<file path="src/rtl/uart_pkg.sv">
// Shared UART definitions: receiver FSM states, frame width and the baud divider type.
package uart_pkg;
    typedef enum logic [2:0] {IDLE, START, DATA, STOP, WAIT_HIGH} rx_state_t;
    localparam int UART_DATA_BITS = 8;
    typedef logic [15:0] baud_div_t;
endpackage

</file>
<file path="src/rtl/uart_rx_buffered_if.sv">
// Host-side bus of the buffered UART receiver: FIFO drain, status and sticky error flags.
interface uart_rx_buffered_if import uart_pkg::*; #(parameter int DEPTH = 16);
    localparam int CW = $clog2(DEPTH) + 1;

    logic                      rd_i;
    logic                      clr_err_i;
    logic [UART_DATA_BITS-1:0] dout_o;
    logic                      empty_o;
    logic                      full_o;
    logic [CW-1:0]             count_o;
    logic                      rx_busy_o;
    logic                      frame_err_o;
    logic                      overrun_o;

    modport master (
        output rd_i, clr_err_i,
        input  dout_o, empty_o, full_o, count_o, rx_busy_o, frame_err_o, overrun_o
    );
    modport slave (
        input  rd_i, clr_err_i,
        output dout_o, empty_o, full_o, count_o, rx_busy_o, frame_err_o, overrun_o
    );
endinterface

</file>
<file path="src/rtl/uart_rx_fifo.sv">
// Synchronous show-ahead FIFO; the head word is registered so it is valid whenever not empty.
module uart_rx_fifo #(
    parameter int DEPTH = 16,
    parameter int WIDTH = 8
) (
    input  logic                     clk,
    input  logic                     rstn,
    input  logic                     push,
    input  logic [WIDTH-1:0]         din,
    input  logic                     pop,
    output logic [WIDTH-1:0]         dout,
    output logic                     empty,
    output logic                     full,
    output logic [$clog2(DEPTH):0]   count,
    output logic                     drop
);
    localparam int AW = $clog2(DEPTH);

    logic [WIDTH-1:0] mem [DEPTH];
    logic [AW-1:0]    wr_ptr, rd_ptr, rd_ptr_n;
    logic [AW:0]      count_n;
    logic             do_push, do_pop;

    assign empty    = (count == '0);
    assign full     = (count == (AW+1)'(DEPTH));
    assign do_pop   = pop && !empty;
    // A pop in the same cycle frees the slot a push into a full FIFO needs.
    assign do_push  = push && (!full || do_pop);
    assign drop     = push && !do_push;
    assign rd_ptr_n = do_pop ? rd_ptr + AW'(1) : rd_ptr;

    always_comb begin
        count_n = count;
        if (do_push && !do_pop)
            count_n = count + (AW+1)'(1);
        else if (!do_push && do_pop)
            count_n = count - (AW+1)'(1);
    end

    always_ff @(posedge clk) begin
        if (do_push)
            mem[wr_ptr] <= din;
    end

    always_ff @(posedge clk or negedge rstn) begin
        if (!rstn) begin
            wr_ptr <= '0;
            rd_ptr <= '0;
            count  <= '0;
            dout   <= '0;
        end else begin
            if (do_push)
                wr_ptr <= wr_ptr + AW'(1);
            rd_ptr <= rd_ptr_n;
            count  <= count_n;
            // New head may be the word being written this cycle (bypass the memory).
            if (count_n != '0)
                dout <= (do_push && (rd_ptr_n == wr_ptr)) ? din : mem[rd_ptr_n];
        end
    end
endmodule

</file>
<file path="src/rtl/uart_rx_buffered.sv">
// 8N1 UART receiver with mid-bit sampling, receive FIFO and sticky framing/overrun flags.
module uart_rx_buffered import uart_pkg::*; #(
    parameter int DEPTH       = 16,
    parameter int SYNC_STAGES = 2
) (
    input  logic                clk_i,
    input  logic                rstn_i,
    input  logic                rx_i,
    input  baud_div_t           baud_div,
    input  logic                rx_en_i,
    uart_rx_buffered_if.slave   bus
);
    logic [SYNC_STAGES-1:0]    sync_q;
    logic                      rxs;
    rx_state_t                 state, state_n;
    baud_div_t                 tick_cnt, tick_n;
    logic [2:0]                bit_idx, bit_n;
    logic [UART_DATA_BITS-1:0] shreg, shreg_n;
    logic                      push, frame_set, fifo_drop;
    logic                      frame_err, overrun;

    always_ff @(posedge clk_i or negedge rstn_i) begin
        if (!rstn_i)
            sync_q <= '1;
        else
            sync_q <= {sync_q[SYNC_STAGES-2:0], rx_i};
    end
    assign rxs = sync_q[SYNC_STAGES-1];

    always_comb begin
        state_n   = state;
        tick_n    = tick_cnt + 16'd1;
        bit_n     = bit_idx;
        shreg_n   = shreg;
        push      = 1'b0;
        frame_set = 1'b0;
        case (state)
            IDLE: begin
                tick_n = '0;
                if (!rxs)
                    state_n = START;
            end
            START: begin
                if (tick_cnt == (baud_div >> 1)) begin
                    tick_n  = '0;
                    bit_n   = '0;
                    state_n = rxs ? IDLE : DATA;
                end
            end
            DATA: begin
                if (tick_cnt == baud_div) begin
                    tick_n  = '0;
                    shreg_n = {rxs, shreg[UART_DATA_BITS-1:1]};
                    if (bit_idx == 3'(UART_DATA_BITS - 1))
                        state_n = STOP;
                    else
                        bit_n = bit_idx + 3'd1;
                end
            end
            STOP: begin
                if (tick_cnt == baud_div) begin
                    tick_n = '0;
                    if (rxs) begin
                        push    = 1'b1;
                        state_n = IDLE;
                    end else begin
                        frame_set = 1'b1;
                        state_n   = WAIT_HIGH;
                    end
                end
            end
            WAIT_HIGH: begin
                tick_n = '0;
                if (rxs)
                    state_n = IDLE;
            end
            default: state_n = IDLE;
        endcase
        // Disabling abandons any frame in flight; buffered bytes and flags stay.
        if (!rx_en_i) begin
            state_n   = IDLE;
            tick_n    = '0;
            push      = 1'b0;
            frame_set = 1'b0;
        end
    end

    always_ff @(posedge clk_i or negedge rstn_i) begin
        if (!rstn_i) begin
            state     <= IDLE;
            tick_cnt  <= '0;
            bit_idx   <= '0;
            frame_err <= 1'b0;
            overrun   <= 1'b0;
        end else begin
            state    <= state_n;
            tick_cnt <= tick_n;
            bit_idx  <= bit_n;
            if (frame_set)
                frame_err <= 1'b1;
            else if (bus.clr_err_i)
                frame_err <= 1'b0;
            if (fifo_drop)
                overrun <= 1'b1;
            else if (bus.clr_err_i)
                overrun <= 1'b0;
        end
    end

    always_ff @(posedge clk_i) begin
        shreg <= shreg_n;
    end

    uart_rx_fifo #(.DEPTH(DEPTH), .WIDTH(UART_DATA_BITS)) u_fifo (
        .clk   (clk_i),
        .rstn  (rstn_i),
        .push  (push),
        .din   (shreg),
        .pop   (bus.rd_i),
        .dout  (bus.dout_o),
        .empty (bus.empty_o),
        .full  (bus.full_o),
        .count (bus.count_o),
        .drop  (fifo_drop)
    );

    assign bus.rx_busy_o   = (state != IDLE);
    assign bus.frame_err_o = frame_err;
    assign bus.overrun_o   = overrun;
endmodule

</file>
<file path="src/flat_wrapper.sv">
// flat-port wrapper written by rule: the top's interface ports become plain ports
module uart_rx_buffered_flat import uart_pkg::*;
#(
    parameter int DEPTH       = 16,
    parameter int SYNC_STAGES = 2
)
  (clk_i, rstn_i, rx_i, baud_div, rx_en_i, bus_rd_i, bus_clr_err_i, bus_dout_o, bus_empty_o, bus_full_o, bus_count_o, bus_rx_busy_o, bus_frame_err_o, bus_overrun_o);
  uart_rx_buffered_if #(.DEPTH(DEPTH)) bus_i ();
  input  logic clk_i;
  input  logic rstn_i;
  input  logic rx_i;
  input  baud_div_t baud_div;
  input  logic rx_en_i;
  input wire logic [$bits(bus_i.rd_i)-1:0] bus_rd_i;
  input wire logic [$bits(bus_i.clr_err_i)-1:0] bus_clr_err_i;
  output wire logic [$bits(bus_i.dout_o)-1:0] bus_dout_o;
  output wire logic [$bits(bus_i.empty_o)-1:0] bus_empty_o;
  output wire logic [$bits(bus_i.full_o)-1:0] bus_full_o;
  output wire logic [$bits(bus_i.count_o)-1:0] bus_count_o;
  output wire logic [$bits(bus_i.rx_busy_o)-1:0] bus_rx_busy_o;
  output wire logic [$bits(bus_i.frame_err_o)-1:0] bus_frame_err_o;
  output wire logic [$bits(bus_i.overrun_o)-1:0] bus_overrun_o;
  assign bus_i.rd_i = bus_rd_i;
  assign bus_i.clr_err_i = bus_clr_err_i;
  assign bus_dout_o = bus_i.dout_o;
  assign bus_empty_o = bus_i.empty_o;
  assign bus_full_o = bus_i.full_o;
  assign bus_count_o = bus_i.count_o;
  assign bus_rx_busy_o = bus_i.rx_busy_o;
  assign bus_frame_err_o = bus_i.frame_err_o;
  assign bus_overrun_o = bus_i.overrun_o;
  uart_rx_buffered #(.DEPTH(DEPTH), .SYNC_STAGES(SYNC_STAGES)) u_core (.clk_i(clk_i), .rstn_i(rstn_i), .rx_i(rx_i), .baud_div(baud_div), .rx_en_i(rx_en_i), .bus(bus_i));
endmodule
</file>
<file path="config.mk">
export PLATFORM = sky130hd
export DESIGN_NAME = uart_rx_buffered_flat
export DESIGN_NICKNAME = d
export VERILOG_FILES = /design/src/rtl/uart_pkg.sv /design/src/rtl/uart_rx_buffered_if.sv /design/src/rtl/uart_rx_fifo.sv /design/src/rtl/uart_rx_buffered.sv /design/src/flat_wrapper.sv
export SDC_FILE = /design/constraint.sdc
export NUM_CORES = 1
export LEC_CHECK = 0
export ABC_AREA = 1
export CAP_MARGIN = 20
export CORE_AREA = 2 2 175 177
export DETAILED_ROUTE_END_ITERATION = 16
export DIE_AREA = 0 0 177 179
export RECOVER_POWER = 25
export SETUP_SLACK_MARGIN = 0.02
export SYNTH_ARGS = -nofsm -noshare
export SYNTH_HDL_FRONTEND = slang
export SYNTH_SLANG_ARGS = --single-unit
</file>
<file path="constraint.sdc">
create_clock -name clk_i -period 2.7 [get_ports clk_i]
set_clock_uncertainty 0.15 [all_clocks]
set_input_delay 0.81 -clock clk_i [delete_from_list [all_inputs] [get_ports clk_i]]
set_output_delay 0.81 -clock clk_i [all_outputs]
set_load 0.02 [all_outputs]
</file>
==> run metrics, run 1 <==
slowest stage delay, CP=650 ps; Arr. time, crit path=roughly 1600 ps; pin count of the biggest net entering global routing=43; CTS tree=done; worst rel slew slack=2.62%; Antenna Nets Post-Route=0; Place WS=-618 ps; Die W=177 um; post-synth top area share=46.2%; Yosys reg bits=183; area grow syn2layout=25.1%; Detailed Route WL=~21000 um; total track usage=14.0%; post-synthesis sequential area ratio=roughly 60%; P_leak=approximately 4.6 nW; Worst-Margin Slew=1460 ps; Worst Hold Class=register to register; Clock transition at path regs=70 ps; Setup-failing EPs final=0; Bufs and invs on worst path=2; register area=around 5300 um^2; Fmax achieved=0.384 GHz; total iterations of the first detailed-routing run=5; Crit path max-delay family=buffers and inverters; mapped cell area=around 8800 um^2; die area=between 30000 and 40000 um^2; yosys warns=0; EDFF count, synth=136; cell count after synthesis=roughly 900; post-route worst setup slack=a little under 100 ps; fin. max-slew vios=0; first-pass GRT wire length=34000 um; starting density of the core=29.5%; DPL Wire Length=15000 um; Fin Hold WS=213 ps; DRC=0; Multi-input gate area=3020 um^2; Core ar.=30000 um^2; worst-path cell chain=buf_4, clkdlybuf4s50_1; Max VDD drop=0.424 mV; Synth cell types=43; Worst setup SP type=register; crit-path max FO=7; Crit Path Class=register to output port; root buf cell=clkbuf_16; Num CTS Buffers=17; drt via density=4.57; post-synth net total=935; I/O pins=40; share of cells above drive strength 1=17.9%; I/O Buffers=39; wire length per cell=about 15 um; CTS HTree Levels=4; fill count=2973; Max-cap violations=0; CP Data Required Time=1740 ps; fin crit period=~2600 ps; DR iter-0 viols=428; Vert. Die Dim=179 um; Final Hold Fails=0; initial antenna violation count=0; Tcrit/Tclk final=between 90% and 100%; Num Clock Sinks=183; Crit-path slowest cell=clkdlybuf4s50_1; gpl congestion=0.861; fin nets=1054; asr flop ratio synth=25.7%; Post-CTS Hold Buffers=0; grt ovf=0; FP Rows=64; top cell type by total area after synthesis=edfxtp_1; Max clock buf depth=2; vias in the first global route=6395; total power=between 0.009 and 0.01 W; status=completed; synthesized area per cell=between 9 and 10 um^2; pwr dens=857 nW/um^2; Worst-Skew Late Latency=440 ps; vias=6544; Critical Path End Type=output port; dominant synthesized flop cell=edfxtp_1; largest cells by area after synthesis=edfxtp_1 46%, dfrtp_1 13%, nand2_1 9.8%, inv_1 4.9%, nand3_1 4.4%
cells in the mapped netlist (2+ instances only):
master	instances
inv_1	115
o21ai_0	22
edfxtp_1	136
nor2_4	5
a21oi_1	17
o211ai_1	40
buf_2	13
inv_4	2
buf_6	3
nor3_1	10
xnor2_1	7
nor3b_1	2
xor2_1	24
ha_1	11
nand4_1	21
or2_2	2
dfrtp_1	45
nand3_2	3
a32o_1	2
nand2_1	231
buf_4	2
nand3_1	78
inv_2	15
dfstp_2	2
nand2_2	6
nor2_1	61
o22ai_1	2
clkbuf_1	10
through the flow:
stage               util (%)  cell area [um^2]  cells  TNS, ps
floorplan                  -              8840    902        0
global placement        34.3             10300   1389   -77220
detailed placement      34.3             10300   1389   -85580
CTS                     36.6             11000   1427        0
global route            36.8             11100   1430     -119
finish                  36.9             11100   1431        0
path summary, 6_finish.rpt:
kind	from	endpoint	slack, ps	cells after the start
max	u_core.u_fifo.count[2]	bus_count_o[2]	100	2
min reg2reg	u_core.sync_q[0]	u_core.sync_q[1]	210	0
max in group asynchronous	rstn_i	u_core.u_fifo.dout[4]	870	2
min	u_core.sync_q[0]	u_core.sync_q[1]	210	0
max reg2reg	u_core.u_fifo.count[1]	u_core.u_fifo.dout[2]	180	18
min in group asynchronous	rstn_i	u_core.tick_cnt[12]	550	1
worst reg2reg max path, stage by stage, from the launching register on:
cell and delay, ps:
dfrtp_1 400, inv_1 110, ha_2 200, nand3_2 110, nand2_4 140, nand2_1 100
nand2_4 110, buf_12 210, buf_4 150, nand2_1 50, nand2_1 70, nand2_1 50
nand3_1 70, nand3_1 150, nand2_1 150, nand2_1 60, nand2_1 60, nand2_1 60
nand2_1 60
registers in the layout, summed over array words and instances (netlist names), 2 cells and up:
name                  count
u_core.tick_cnt          16
u_core.shreg              8
u_core.u_fifo.rd_ptr      4
u_core.u_fifo.count       5
u_core.u_fifo.mem       128
u_core.u_fifo.dout        8
u_core.state              3
u_core.sync_q             2
u_core.bit_idx            3
u_core.u_fifo.wr_ptr      4
placed cells by master (no fill, tap or decap), types with 4 or more instances in the layout:
| cell type | instances |
|---|---|
| a21oi_1 | 17 |
| buf_12 | 10 |
| buf_4 | 71 |
| buf_6 | 4 |
| clkbuf_16 | 17 |
| clkbuf_2 | 4 |
| clkdlybuf4s50_1 | 17 |
| clkinv_8 | 4 |
| clkinvlp_4 | 4 |
| dfrtp_1 | 45 |
| dlygate4sd2_1 | 10 |
| edfxtp_1 | 136 |
| ha_1 | 10 |
| inv_1 | 112 |
| inv_2 | 16 |
| inv_4 | 4 |
| nand2_1 | 222 |
| nand2_2 | 13 |
| nand3_1 | 75 |
| nand3_2 | 4 |
| nand4_1 | 21 |
| nor2_1 | 58 |
| nor2_4 | 6 |
| nor3_1 | 10 |
| o211ai_1 | 40 |
| o21ai_0 | 21 |
| xnor2_1 | 7 |
| xor2_1 | 24 |
routing by layer:
| layer | share of wire [%] | global-route usage [%] | vias up |
|---|---|---|---|
| met5 | 0 | 0 | - |
| met3 | 5.1 | 2.99 | 18 |
| li1 | - | - | 3254 |
| met1 | 44 | 17.9 | 3101 |
| met4 | 1.1 | 3.13 | 0 |
| met2 | 49 | 24.1 | 171 |
repair_timing:
action / in CTS / in global routing
cloned: 2 / 0
pin swaps: 14 / 14
setup buffers: 4 / 3
endpoints found under the setup margin: 139 / 138
resized for setup: 33 / 31
cell type report:
type / count / share of cell area (%)
Inverter: 132 / 4.57
Clock inverter: 15 / 1.56
Timing Repair Buffer: 127 / 10.6
Clock buffer: 17 / 3.84
Multi-Input combinational cell: 559 / 27.3
Sequential cell: 183 / 47.6
Tap cell: 396 / 4.48
Timing Repair inverter: 1 / 0.0678
Antenna cell: 1 / 0.0226
report_power, final:
part | switching, W | internal (W)
registers | 0.000133 | 0.00315
clock network | 0.00123 | 0.00125
logic | 0.00224 | 0.00148
total | 0.00361 | 0.00587
logic make-up after synthesis:
family                     share of synthesized area, %
adders and majority gates                          1.56
DFF                                                59.5
AOI/OAI and AO/OA                                  6.68
buffers and inverters                              7.37
xor gates and xnor gates                           3.25
and+or+nand+nor                                    21.6
(Power assumes the default switching activity.)
==> inputs of run 2 (changes only) <==
- CORE_AREA: 2 2 175 177 -> 2 2 144 146
- DIE_AREA: 0 0 177 179 -> 0 0 146 148
==> run metrics, run 2 (same netlist as run 1, synthesis figures left out) <==
Place WS=-521 ps (+97.4 ps); die area=21600 um^2 (-32%); vias=6406 (-2.1%); Max-cap violations=0 (unchanged); most frequent cells in the layout=221 x nand2_1, 136 x edfxtp_1, 115 x inv_1, 76 x nand3_1, 65 x buf_4; vias in the first global route=6192 (-3.2%); I/O Buffers=39 (unchanged); Worst Reg-to-Reg Cells=16 (-2); area grow syn2layout=23.5%; CTS HTree Levels=4 (unchanged); status=completed; Worst-Margin Slew=1350 ps (-112 ps); post-route worst setup slack=106 ps (+9.11 ps); Worst Hold Class=register to register; Core ar.=20000 um^2 (-33%); first-pass GRT wire length=32600 um (-4.2%); Worst R2R Start=u_core.u_fifo.count[0]; Max clock buf depth=2 (unchanged); most common cell after layout, fill and taps aside=nand2_1; I/O pins=40 (unchanged); Tcrit/Tclk final=96.1% (-0.34 points); reg-to-reg setup timing slack=160 ps (-20 ps); wire length per cell=15.9 um (+6.4%); M3 GR Usage=3.06% (+0.066 points); crit-path max FO=3 (-4); worst rel slew slack=10.1% (+7.5 points); fin crit period=2590 ps (-9.11 ps); Antenna Nets Post-Route=0 (unchanged); fin. max-slew vios=0 (unchanged); Final Hold Fails=0 (unchanged); Crit Path Class=register to output port; Num Clock Sinks=183 (unchanged); share of cells above drive strength 1=16.7% (-1.1 points); GR Layer Usage met1=25.6% (+7.7 points); RSZ-0062 raised after global routing=no; fill count=1823 (-39%); Worst setup SP type=register; crit path from=u_core.u_fifo.count[0]; pin count of the biggest net entering global routing=37 (-14%); initial antenna violation count=0 (unchanged); gpl congestion=0.849 (-1.4%); total track usage=19.4% (+5.5 points); pwr dens=877 nW/um^2 (+2.3%); Vert. Die Dim=148 um (-17%); Clock transition at path regs=80 ps (about the same); grt ovf=0 (unchanged); Detailed Route WL=20600 um (-3.6%); fin nets=1047 (-0.66%); root buf cell=clkbuf_16; Fmax achieved=0.385 GHz (+0.35%); Num CTS Buffers=17 (unchanged); busiest grt layer=met2; drt via density=4.94 (+8.0%); Max VDD drop=0.505 mV (+19%); total iterations of the first detailed-routing run=4 (-1); Arr. time, crit path=1630 ps (about the same); diode count=0 (-1); Critical Path End Type=output port; P_leak=4.70 nW (+2.1%); Worst-Skew Late Latency=440 ps (about the same); cell depth of the worst hold path=0 (unchanged); Die W=146 um (-18%); FP Rows=52 (-19%); CP Data Required Time=1740 ps (about the same); crit path capture=bus_empty_o; RR Endpoint=u_core.u_fifo.dout[4]; top flop regs=u_core.u_fifo.mem x128, u_core.tick_cnt x16; CTS tree=done; Setup-failing EPs final=0 (unchanged); DRC=0 (unchanged); max reg flops=128 (unchanged); M2 GR Usage=33.4% (+9.2 points); total power=0.00957 W (+0.97%); starting density of the core=44.1% (+15 points); Largest Register=u_core.u_fifo.mem; DPL Wire Length=13900 um (-7.7%); DR iter-0 viols=306 (-29%)
==> run 2: changes by cell type in the layout (fill, tap and decap cells not counted), sizes merged, moves of 4 or more <==
| cell | previous run | this run |
|---|---|---|
| clkinv | 6 | 2 |
| buf | 86 | 78 |
| inv | 138 | 142 |
| dlygate4sd2 | 10 | 2 |
| dlymetal6s2s | 3 | 16 |
==> run 2: how the worst min path moves through the flow <==
| stage | endpoint | startpoint |
|---|---|---|
| 2_1_floorplan | u_core.sync_q[1] | u_core.sync_q[0] |
| 3_3_place_gp | u_core.sync_q[1] | u_core.sync_q[0] |
| 3_5_place_dp | u_core.sync_q[1] | u_core.sync_q[0] |
| 4_1_cts | u_core.tick_cnt[2] | rstn_i |
| 5_1_grt | u_core.sync_q[1] | u_core.sync_q[0] |
| 6_report | u_core.sync_q[1] | u_core.sync_q[0] |
==> run 2: where the power goes <==
part / total, W / switching (W) / internal (W) / leakage (nW)
clock network: 0.00254 / 0.00121 / 0.00134 / 0.292
registers: 0.00332 / 0.000167 / 0.00315 / 1.81
logic: 0.00371 / 0.00224 / 0.00147 / 2.59
total: 0.00957 / 0.00362 / 0.00596 / 4.70
==> run 2: timing repair <==
action	in CTS	in global routing
hold buffers	0	0
resized for setup	10	41
cloned	0	2
setup endpoints to repair	131	142
pin swaps	2	16
buffers inserted	0	5
==> run 2: final cells by class <==
| cell class | instances | area, um^2 | area share [%] |
|---|---|---|---|
| multi-input cells | 559 | 3030 | 27.8 |
| clock buffers | 17 | 425 | 3.90 |
| flip-flops and latches | 183 | 5260 | 48.2 |
| inverters | 132 | 503 | 4.61 |
| well taps | 270 | 338 | 3.09 |
| repair buffers | 121 | 1180 | 10.8 |
| clock inverters | 15 | 178 | 1.63 |
==> run 2: metrics by stage <==
stage | instances | cell area (um^2) | hold slack [ps] | util [%] | setup TNS (ps)
5_1_grt | 1297 | 10900 | 215 | 54.5 | 0
2_1_floorplan | 902 | 8840 | 195 | - | 0
3_3_place_gp | 1258 | 10100 | 196 | 50.2 | -68840
3_5_place_dp | 1258 | 10100 | 201 | 50.2 | -72230
4_1_cts | 1290 | 10700 | 207 | 53.4 | -216
6_report | 1297 | 10900 | 212 | 54.5 | 0
==> run 2: metal layers <==
layer / vias to the layer above / wire length (um)
li1: 3228 / -
met1: 3034 / 9150
met2: 124 / 10300
met3: 20 / 847
met4: 0 / 305
met5: - / 0
==> run 2: worst max-delay path, cell delays in order (launching register included) <==
cell and delay [ps]:
dfrtp_1 400, inv_1 100, ha_1 200, nand3_2 110, inv_1 60, dlygate4sd2_1 330
==> inputs of run 3 (changes only) <==
- CAP_MARGIN: 20 -> default
- CTS_BUF_LIST: default -> sky130_fd_sc_hd__clkbuf_8
==> run metrics, run 3 (same netlist as run 1, synthesis figures left out) <==
combinational share of power=41.1% (+2.3 points); Max VDD drop=0.351 mV (-31%); Vert. Die Dim=148 um (unchanged); DPL Wire Length=13900 um (unchanged); CTS HTree Levels=4 (unchanged); die area=21600 um^2 (unchanged); status=completed; CTS tree=done; Switching Share=39.6% (+1.8 points); DRC=0 (unchanged); starting density of the core=44.1% (unchanged); total power=0.00888 W (-7.2%); Setup-failing EPs final=0 (unchanged); pwr dens=828 nW/um^2 (-5.5%); Antenna Nets Post-Route=0 (unchanged); P_int=0.00537 W (-9.9%); max reg flops=128 (unchanged); vias in the first global route=6165 (-0.44%); Flop pwr share=37.4% (+2.8 points); Core ar.=20000 um^2 (unchanged); DR iter-0 viols=303 (-0.98%); crit-path max FO=7 (+4); P_leak=4.61 nW (-2.0%); Worst-Margin Slew=1380 ps (+30.3 ps); Arr. time, crit path=1660 ps (+30 ps); Detailed Route WL=20600 um (+0.12%); fill count=1840 (+0.93%); total iterations of the first detailed-routing run=5 (+1); Num CTS Buffers=17 (unchanged); switching power total=0.00352 W (-2.8%); I/O pins=40 (unchanged); top flop regs=u_core.u_fifo.mem x128, u_core.tick_cnt x16; drt via density=4.93 (-0.17%); grt ovf=0 (unchanged); Worst Hold Class=register to register; fin crit period=2620 ps (+25.2 ps); wire length per cell=15.9 um (about the same); Num Clock Sinks=183 (unchanged); gpl congestion=0.849 (unchanged); first-pass GRT wire length=32400 um (-0.59%); CP Data Required Time=1740 ps (about the same); Final Hold Fails=0 (unchanged); fin nets=1048 (+0.096%); total track usage=19.3% (-0.11 points); Clock Power Share=21.5% (-5.1 points); Crit Path Class=register to output port; root buf cell=clkbuf_8; Max-cap violations=0 (unchanged); Tcrit/Tclk final=97.0% (+0.93 points); FP Rows=52 (unchanged); most common cell after layout, fill and taps aside=nand2_1; fin. max-slew vios=0 (unchanged); Worst setup SP type=register; most frequent cells in the layout=224 x nand2_1, 136 x edfxtp_1, 114 x inv_1, 75 x nand3_1, 68 x buf_4; Post-CTS Hold Buffers=0 (unchanged); pin count of the biggest net entering global routing=37 (unchanged); vias=6400 (-0.094%); Clock transition at path regs=110 ps (+30 ps); Max clock buf depth=2 (unchanged); worst rel slew slack=8.06% (-2.0 points); Worst-Skew Late Latency=470 ps (+30 ps); DP Area=10100 um^2 (unchanged); diode count=0 (unchanged); share of cells above drive strength 1=17.1% (+0.37 points); area grow syn2layout=21.3%; I/O Buffers=39 (unchanged); Layout Cell Area excl Fill=10700 um^2 (-1.8%); Largest Register=u_core.u_fifo.mem; Die W=146 um (unchanged); Fmax achieved=0.382 GHz (-0.96%); initial antenna violation count=0 (unchanged); Critical Path End Type=output port
## run 3: cell count changes in the layout (fill, tap and decap cells not counted), sizes merged
cell	previous run	this run
dlygate4sd2	2	1
clkbuf	22	24
nand2	238	239
clkdlybuf4s15	1	0
clkdlybuf4s50	18	19
dlymetal6s2s	16	15
## run 3: final timing paths
check	end	slack (ps)	depth (start not counted)	startpoint
min reg2reg	u_core.sync_q[1]	220	0	u_core.sync_q[0]
min in group asynchronous	u_core.tick_cnt[2]	480	1	rstn_i
max reg2reg	u_core.u_fifo.dout[2]	150	16	u_core.u_fifo.count[0]
max in group asynchronous	u_core.u_fifo.dout[6]	620	2	rstn_i
max	bus_count_o[2]	80	2	u_core.u_fifo.count[2]
min	u_core.sync_q[1]	220	0	u_core.sync_q[0]
## run 3: layout make-up
| type | count | area, um^2 | area share [%] |
|---|---|---|---|
| well taps | 270 | 338 | 3.15 |
| clock buffers | 17 | 234 | 2.18 |
| clock inverters | 15 | 178 | 1.66 |
| multi-input cells | 560 | 3050 | 28.5 |
| flip-flops and latches | 183 | 5260 | 49.1 |
| repair buffers | 121 | 1150 | 10.7 |
| inverters | 132 | 505 | 4.71 |
## run 3: layer usage
metal  routed length (um)  share of wire (%)  track usage (%)
met2                10200                 49             33.0
met5                    0                  0                0
met3                  831                4.0             2.99
met4                  448                2.2             6.21
met1                 9170                 44             25.5
## run 3: power groups by stage
| stage | registers, W | logic (W) | clock network [W] |
|---|---|---|---|
| after global placement | 0.00337 | 0.00345 | 0 |
| after detailed placement | 0.00336 | 0.00349 | 0 |
| final | 0.00332 | 0.00365 | 0.00191 |
| after global routing | 0.00334 | 0.00400 | 0.00206 |
| after CTS | 0.00331 | 0.00349 | 0.00196 |
| after floorplan | 0.00344 | 0.00200 | 0 |
## run 3: what timing repair did
item	CTS	global route
pin swaps	2	12
buffers inserted	0	4
resized for setup	10	46
endpoints found under the setup margin	89	141
gates cloned	0	4
## run 3: per-stage QoR
step                std cells  util, %  worst slack, ps  setup TNS [ps]  hold WS, ps
floorplan                 902        -             14.7               0          195
global placement         1258     50.2             -503          -68840          196
detailed placement       1258     50.2             -521          -72230          201
CTS                      1290     52.4             20.5               0          157
global route             1298     53.5            -17.2           -17.2          219
finish                   1298     53.5             80.6               0          216
## run 3: worst max-delay path, cell delays in order (launching register included)
cell             delay [ps]
dfrtp_1                 400
buf_4                   180
clkdlybuf4s50_1         610
